**src/rtl/ftoi_pipe.sv**
```systemverilog
// ftoi_pipe: two-stage IEEE-754 single-precision float to signed 32-bit
// integer converter with valid/ready flow control on both sides.
// Stage 1 decodes the operand; stage 2 aligns, rounds, negates and
// saturates into the output registers.
module ftoi_pipe #(
    parameter bit TRUNC = 1'b0   // 0: nearest, ties away from zero; 1: toward zero
) (
    input  logic        clk,
    input  logic        rst,
    input  logic [31:0] x,
    input  logic        x_valid,
    output logic        x_ready,
    output logic [31:0] y,
    output logic        y_valid,
    input  logic        y_ready,
    output logic        ovf
);

    typedef enum logic [1:0] {
        CLS_ZERO = 2'd0,   // zero or denormal
        CLS_NORM = 2'd1,
        CLS_INF  = 2'd2,
        CLS_NAN  = 2'd3
    } cls_t;

    logic               vld_p1;
    logic               vld_p2;
    logic               sign_p1;
    logic signed [8:0]  e_p1;
    logic [23:0]        sig_p1;
    cls_t               cls_p1;
    logic [32:0]        res_p1;
    logic               adv1;
    logic               adv2;

    function automatic cls_t classify(input logic [7:0] exp, input logic [22:0] man);
        cls_t c;
        if (exp == 8'd0)
            c = CLS_ZERO;
        else if (exp == 8'hFF)
            c = (man != 23'd0) ? CLS_NAN : CLS_INF;
        else
            c = CLS_NORM;
        return c;
    endfunction

    // Magnitude for in-range exponents (e <= 30). Right shifts keep one
    // guard bit below the binary point; e == -1 falls out of the same path
    // because the guard bit is then the hidden one.
    function automatic logic [31:0] round_mag(input logic signed [8:0] e,
                                              input logic [23:0] sig);
        logic [32:0] tmp;
        logic [31:0] mag;
        logic [4:0]  rsh;
        logic [2:0]  lsh;
        tmp = '0;
        mag = '0;
        rsh = '0;
        lsh = '0;
        if (e <= -9'sd2) begin
            mag = 32'd0;
        end else if (e <= 9'sd22) begin
            rsh = 5'(9'sd23 - e);
            tmp = {8'd0, sig, 1'b0} >> rsh;
            mag = tmp[32:1];
            if (!TRUNC && tmp[0])
                mag = mag + 32'd1;
        end else begin
            lsh = 3'(e - 9'sd23);
            mag = {8'd0, sig} << lsh;
        end
        return mag;
    endfunction

    // Final result {ovf, y}: special classes, range saturation, sign.
    function automatic logic [32:0] saturate(input logic sign,
                                             input logic signed [8:0] e,
                                             input logic [23:0] sig,
                                             input cls_t cls);
        logic [32:0] r;
        logic [31:0] mag;
        logic [31:0] sat;
        sat = sign ? 32'h8000_0000 : 32'h7FFF_FFFF;
        mag = '0;
        r   = '0;
        case (cls)
            CLS_ZERO: r = {1'b0, 32'd0};
            CLS_NAN:  r = {1'b1, 32'h7FFF_FFFF};
            CLS_INF:  r = {1'b1, sat};
            default: begin
                if (e >= 9'sd31) begin
                    if (sign && e == 9'sd31 && sig == 24'h80_0000)
                        r = {1'b0, 32'h8000_0000};
                    else
                        r = {1'b1, sat};
                end else begin
                    mag = round_mag(e, sig);
                    r = {1'b0, sign ? (32'd0 - mag) : mag};
                end
            end
        endcase
        return r;
    endfunction

    assign adv2    = !vld_p2 || y_ready;
    assign adv1    = !vld_p1 || adv2;
    assign x_ready = adv1;
    assign y_valid = vld_p2;
    assign res_p1  = saturate(sign_p1, e_p1, sig_p1, cls_p1);

    // Stage occupancy: a stage refills whenever its downstream can advance
    always_ff @(posedge clk) begin
        if (rst) begin
            vld_p1 <= 1'b0;
            vld_p2 <= 1'b0;
        end else begin
            if (adv1)
                vld_p1 <= x_valid;
            if (adv2)
                vld_p2 <= vld_p1;
        end
    end

    // ---- stage 0 -> 1: decode sign, unbiased exponent, significand, class
    always_ff @(posedge clk) begin
        if (adv1 && x_valid) begin
            sign_p1 <= x[31];
            e_p1    <= $signed({1'b0, x[30:23]}) - 9'sd127;
            sig_p1  <= {1'b1, x[22:0]};
            cls_p1  <= classify(x[30:23], x[22:0]);
        end
    end

    // ---- stage 1 -> 2: result registers, cleared so no stale value shows after reset
    always_ff @(posedge clk) begin
        if (rst) begin
            y   <= 32'd0;
            ovf <= 1'b0;
        end else if (adv2 && vld_p1) begin
            ovf <= res_p1[32];
            y   <= res_p1[31:0];
        end
    end

endmodule

```
**config.mk**
```make
export PLATFORM = sky130hd
export DESIGN_NAME = ftoi_pipe
export DESIGN_NICKNAME = d
export VERILOG_FILES = /design/src/rtl/ftoi_pipe.sv
export SDC_FILE = /design/constraint.sdc
export NUM_CORES = 1
export LEC_CHECK = 0
export ABC_AREA = 1
export CAP_MARGIN = 10
export CORE_ASPECT_RATIO = 0.7
export CORE_MARGIN = 3
export CORE_UTILIZATION = 45
export CTS_CLUSTER_SIZE = 16
export DETAILED_ROUTE_END_ITERATION = 8
export GPL_ROUTABILITY_DRIVEN = 0
export GPL_TIMING_DRIVEN = 0
export HOLD_SLACK_MARGIN = 0.15
export PLACE_DENSITY = 0.7
export REMOVE_ABC_BUFFERS = 1
export SLEW_MARGIN = 25
export SYNTH_ARGS = -nofsm -noshare
export SYNTH_HDL_FRONTEND = slang
export SYNTH_SLANG_ARGS = --single-unit
```
**constraint.sdc**
```tcl
create_clock -name clk -period 10.15 [get_ports clk]
set_clock_uncertainty 0.2 [all_clocks]
set_input_delay 2.03 -clock clk [delete_from_list [all_inputs] [get_ports clk]]
set_output_delay 2.03 -clock clk [all_outputs]
set_load 0.02 [all_outputs]
```
Word-level counts from Yosys, hierarchy flattened
Cells that the tools add are included.

word-level totals
  bits in registers = 70
  input port bits = 36
  output and inout port bits = 35
  word-level logic and storage cells = 50

cells by class
  add/subtract/negate cells = 5
  magnitude comparators = 3
  equal/unequal tests = 4
  shift-type cells = 2
  mux-type cells = 12
  bitwise gates (word level) = 1
  reduce and logical (&&, ||, !) cells = 14

operator list
  kind                                                             count
  two-way mux 32 bit                                               7
  case mux 33 bit (3 select lines)                                 1
  two-way mux 33 bit                                               2
  right shift 25 x 5 -> 33 bit                                     1
  adder 32 x 1 -> 32 bit (second input constant)                   1
  << shifter 24 x 3 -> 32 bit                                      1
  subtractor 1 x 32 -> 32 bit (first input constant)               1
  logical NOT 23 bit                                               1
  nonzero test 23 bit                                              1
  == test 9 x 6 -> 1 bit (second input constant)                   1
  >= comparator 9 x 6 -> 1 bit (second input constant)             1
  less-or-equal comparator 9 x 2 -> 1 bit (second input constant)  1
  less-or-equal comparator 9 x 6 -> 1 bit (second input constant)  1
  subtractor 8 x 7 -> 9 bit (second input constant)                1
  == test 8 bit (second input constant)                            1
  logical NOT 8 bit                                                1
  subtractor 5 bit (first input constant)                          1
  == test 2 bit (second input constant)                            2
  logical AND 1 bit                                                4
  OR reduction 3 bit                                               1
  subtractor 3 x 1 -> 3 bit (second input constant)                1
  logical NOT 1 bit                                                2
  logical NOT 2 bit                                                1
  logical OR 1 bit                                                 2
  other kinds (3)                                                  4

Longest topological paths before layout
  depth in word-level cells = 12
  gate-level depth with buffers = 30
  depth with buffers taken out = 29

Least setup slack after synthesis
Ideal clock, no wire load.

  path kind = input -> output
  start = input y_ready
  end = output x_ready
  data arrival time = 2.283 ns
  required time = 7.920 ns
  path slack = 5.637 ns
  stages = 2
  path buffers = 0
  cells stage by stage = inv_1 -> nand3_1

on the way
  word-level cells in the longest chain between the ends = 2

ends and longest elaborated chain
  element           RTL line  text
  start, declared   15        input logic y_ready,
  logical OR 1 bit  105       assign adv2 = !vld_p2 || y_ready;
  logical OR 1 bit  106       assign adv1 = !vld_p1 || adv2;
  end, declared     12        output logic x_ready,

Every way passes these cells.

Final worst setup path
  start = register e_p1[3]
  end = register y[22]

on the way
  word-level cells in the longest chain between the ends = 12
  elaborated cells between the ends (all ways) = 19
  classes of those cells = 3 x add/sub; 3 x order compare; 1 x eq/ne; 1 x shift; 9 x mux; 2 x reduce/logical

ends and longest elaborated chain
  element                             RTL line  text
  start, declared                     29        logic signed [8:0] e_p1;
  start signal, assigned              128       e_p1 <= $signed({1'b0, x[30:23]}) - 9'sd127;
  subtractor 5 bit                    63        rsh = 5'(9'sd23 - e);
  right shift 25 x 5 -> 33 bit        64        tmp = {8'd0, sig, 1'b0} >> rsh;
  adder 32 x 1 -> 32 bit              67        mag = mag + 32'd1;
  two-way mux 32 bit                  66        if (!TRUNC && tmp[0])
  two-way mux 32 bit                  62        end else if (e <= 9'sd22) begin
  two-way mux 32 bit                  60        if (e <= -9'sd2) begin
  two-way mux 32 bit                  91        if (e >= 9'sd31) begin
  two-way mux 32 bit                  86        case (cls)
  subtractor 1 x 32 -> 32 bit         98        r = {1'b0, sign ? (32'd0 - mag) : mag};
  two-way mux 32 bit                  98
  two-way mux 33 bit *                91
  case mux 33 bit (3 select lines) *  86
  end signal, assigned                141       y <= res_p1[31:0];
  end, declared                       13        output logic [31:0] y,

Every way passes the cells marked *; elsewhere a longest branch is shown, timed or not. The select of a mux whose other input is x is not followed.
A chain may end at the register's enable or synchronous reset.

==> impl_metrics.env <==
export IMPL_status="finished clean"
export IMPL_synth_edff_count=35
export IMPL_coreArea_um2=15600
export IMPL_min_path_cells=2
export IMPL_syn_inst=1181
export IMPL_synth_area_um2=7210
export IMPL_utilization_pct=52.9
export IMPL_worstHoldStart="y_valid"
export IMPL_synth_flop_cell="edfxtp_1"
export IMPL_clk_pin_slew_worst_paths_ns=0.06
export IMPL_clk_latency_ns=0.34
export IMPL_path_class="reg -> reg"
export IMPL_synth_compound_area_share_pct=14.0
export IMPL_p_per_area_nw_per_um2=133
export IMPL_drt_initial_drc_count=905
export IMPL_num_vias=7868
export IMPL_initial_core_util_pct=46.3
export IMPL_cts_hold_buf=0
export IMPL_post_cts_setup_buffers=0
export IMPL_yosysWarnings=0
export IMPL_grtUsageMet2_pct=35.3
export IMPL_start_kind="flip-flop"
export IMPL_area_growth_syn_to_layout_pct=14.3
export IMPL_regToRegStartpoint="e_p1[3]"
export IMPL_worstPathArrival_ns=6.33
export IMPL_routedWlPerCell_um=15.4
export IMPL_ant_nets=0
export IMPL_cts_buffer_depth=2
export IMPL_grt_pass1_vias=7084
export IMPL_end_kind="flip-flop"
export IMPL_dp_hpwl_um=16400
export IMPL_total_power_w=0.00109
export IMPL_die_w_um=157
export IMPL_cts_made_buffers=9
export IMPL_grt_busiest_layer="met1"
export IMPL_yosysSeqAreaShare_pct=24.3
export IMPL_vdd_drop_max_mv=0.100
export IMPL_clock_sinks=70
export IMPL_p_leak_nw=3.67
export IMPL_antenna_found_initial=0
export IMPL_fin_tns_setup_ns=0
export IMPL_htreeDepth=3
export IMPL_ctsResizeCount=0
export IMPL_critPathMaxFanout=28
export IMPL_tightest_slew_ns=1.06
export IMPL_drive_above_1_share_pct=8.87
export IMPL_required_ns=10.22
export IMPL_met1_usage_pct=39.6
export IMPL_grt_util_all_layers_pct=25.1
export IMPL_nNetsFinal=1246
export IMPL_slew_violations=0
export IMPL_synthArstFlopShare_pct=0
export IMPL_ys_seq_elements=70
export IMPL_avgSynthCellArea_um2=6.11
export IMPL_synth_simple_gate_area_share_pct=47.7
export IMPL_grtUsageMet3_pct=5.21
export IMPL_cts_tree="done"
export IMPL_dieHeight_um=112
export IMPL_synth_distinct_cells=52
export IMPL_r2r_setup_slack_ns=3.89
export IMPL_grt_max_degree=48
export IMPL_drt_wl_total_um=21600
export IMPL_reg2regPathDepth=24
export IMPL_hp_class="reg -> reg"
export IMPL_min_period_over_period_pct=61.7
export IMPL_grt_pass1_wl_um=36000
export IMPL_dieArea_um2=17600
export IMPL_port_buffers=70
export IMPL_drc=0
export IMPL_synth_xor_area_share_pct=1.93
export IMPL_slew_headroom_pct=29.3
export IMPL_max_cap_viol_count=0
export IMPL_rsz0062_at_grt="no"
export IMPL_synth_top_family_by_area="simple AND/OR/NAND/NOR gates"
export IMPL_min_period_ns=6.26
export IMPL_drt_vias_per_instance=5.60
export IMPL_startpoint="e_p1[3]"
export IMPL_setup_viol=0
export IMPL_reg2reg_to="y[22]"
export IMPL_hold_end="y_valid"
export IMPL_synth_fa_ha_area_share_pct=1.56
export IMPL_finalHoldViolations=0
export IMPL_n_antenna_cell=0
export IMPL_synth_mux_area_share_pct=0.833
export IMPL_firstDrtPassIters=5
export IMPL_pin_count=71
export IMPL_cts_root_buf="clkbuf_16"
export IMPL_overflow=0
export IMPL_fp_row_count=38
export IMPL_fmax_ghz=0.160
-- area by class of cell --
class | instances | area, µm²
Timing Repair Buffer | 75 | 788
Sequential cell | 70 | 1750
Clock buffer | 9 | 225
Inverter | 91 | 342
Multi-Input combinational cell | 954 | 4780
Clock inverter | 7 | 104
Tap cell | 200 | 250
Fill cell | 1619 | 7350
-- state kept, by name, indices dropped and copies added (netlist names) --
name and count:
e_p1 9, sign_p1 1, vld_p1 1, y 32
cls_p1 2, sig_p1 23, ovf 1, y_valid 1
-- critical path, cell delays in order, from the launching register on --
cell      delay, ns
edfxtp_1       1.04
inv_1          0.68
ha_1           0.98
inv_1          0.52
nand3_1        0.25
nand2_2        0.13
ha_1           0.29
nand2_1        0.07
nand3_1        0.08
nand3_1        0.17
ha_1           0.19
inv_1          0.05
a21oi_1        0.20
nand2_2        0.10
nor2_4         0.10
nand3_2        0.11
nor2_2         0.15
nand2_1        0.11
nand2_2        0.21
nand3_1        0.10
nand2_1        0.09
nand2_1        0.05
nand2_1        0.08
nand2_1        0.06
a21oi_1        0.14
-- cells in the mapped netlist, types with 3 or more instances --
master / instances / area share, %
nor2_4: 5 / 0.78
nand3_1: 177 / 12
o21ai_1: 13 / 0.90
o21ai_0: 87 / 6.0
nand3_2: 17 / 2.4
buf_2: 27 / 1.9
buf_6: 6 / 0.94
nor2_1: 112 / 5.8
nand2_1: 321 / 17
a21oi_1: 69 / 4.8
nand3b_1: 7 / 0.73
nand4_1: 18 / 1.6
edfxtp_1: 35 / 15
xor2_1: 11 / 1.3
xnor2_1: 3 / 0.36
o211ai_1: 5 / 0.52
inv_1: 82 / 4.3
nand2_2: 29 / 2.5
mux2i_1: 6 / 0.83
nor3_1: 13 / 0.90
dfxtp_1: 35 / 9.7
ha_1: 9 / 1.6
nor4_1: 13 / 1.1
clkbuf_1: 21 / 1.1
buf_1: 8 / 0.42
nand2_4: 5 / 0.78
nor2_2: 7 / 0.61
inv_2: 7 / 0.36
buf_4: 3 / 0.31
-- worst max-delay path by stage --
stage               endpoint  slack [ns]
global placement       y[22]        3.52
floorplan              y[22]        5.12
global route           y[22]        3.29
finish                 y[22]        3.89
CTS                    y[22]        4.05
detailed placement     y[22]        4.11
-- per-stage QoR --
stage	setup WS, ns	hold WS (ns)	area, µm²	std cells
CTS	4.05	0.319	8210	1404
global placement	3.52	0.311	7810	1385
global route	3.29	0.374	8240	1406
floorplan	5.12	0.339	6860	1115
finish	3.89	0.321	8240	1406
detailed placement	4.11	0.304	7880	1388
-- cell usage in the layout (no fill, tap or decap), types with 3 or more instances in the layout --
cell type          n
nor2_2             8
nand3b_1           7
nor3_1            13
nand4_1           18
nor2_1           111
nor4_1            13
nand2_4            5
ha_1               9
o21ai_0           87
clkdlybuf4s50_1   70
o211ai_1           5
dfxtp_1           35
inv_1             81
nand3_2           17
edfxtp_1          35
buf_8              4
nand3_1          177
xnor2_1            3
mux2i_1            6
nand2_1          320
a21oi_1           68
o21ai_1           13
xor2_1            11
nor2_4             5
clkbuf_16          9
nand2_2           30
inv_2              8
-- routing by layer --
| layer | up-vias | share of wire (%) |
|---|---|---|
| met5 | - | 0 |
| met4 | 0 | 1.3 |
| met3 | 28 | 9.7 |
| met2 | 284 | 40 |
| met1 | 3558 | 49 |
| li1 | 3998 | - |
-- logic make-up after synthesis --
kind of cell | count (synthesis)
AOI/OAI and AO/OA | 189
DFF | 70
adders and majority gates | 9
xor gates and xnor gates | 15
and+or+nand+nor | 735
buffers and inverters | 157
muxes | 6
-- where the power goes --
group          switching, W  leakage [nW]  total, W  internal, W
registers         0.0000249         0.629  0.000342     0.000318
logic              0.000265          2.89  0.000403     0.000138
clock network      0.000131         0.155  0.000349     0.000218
total              0.000421          3.67   0.00109     0.000674
(Power assumes the default switching activity.)
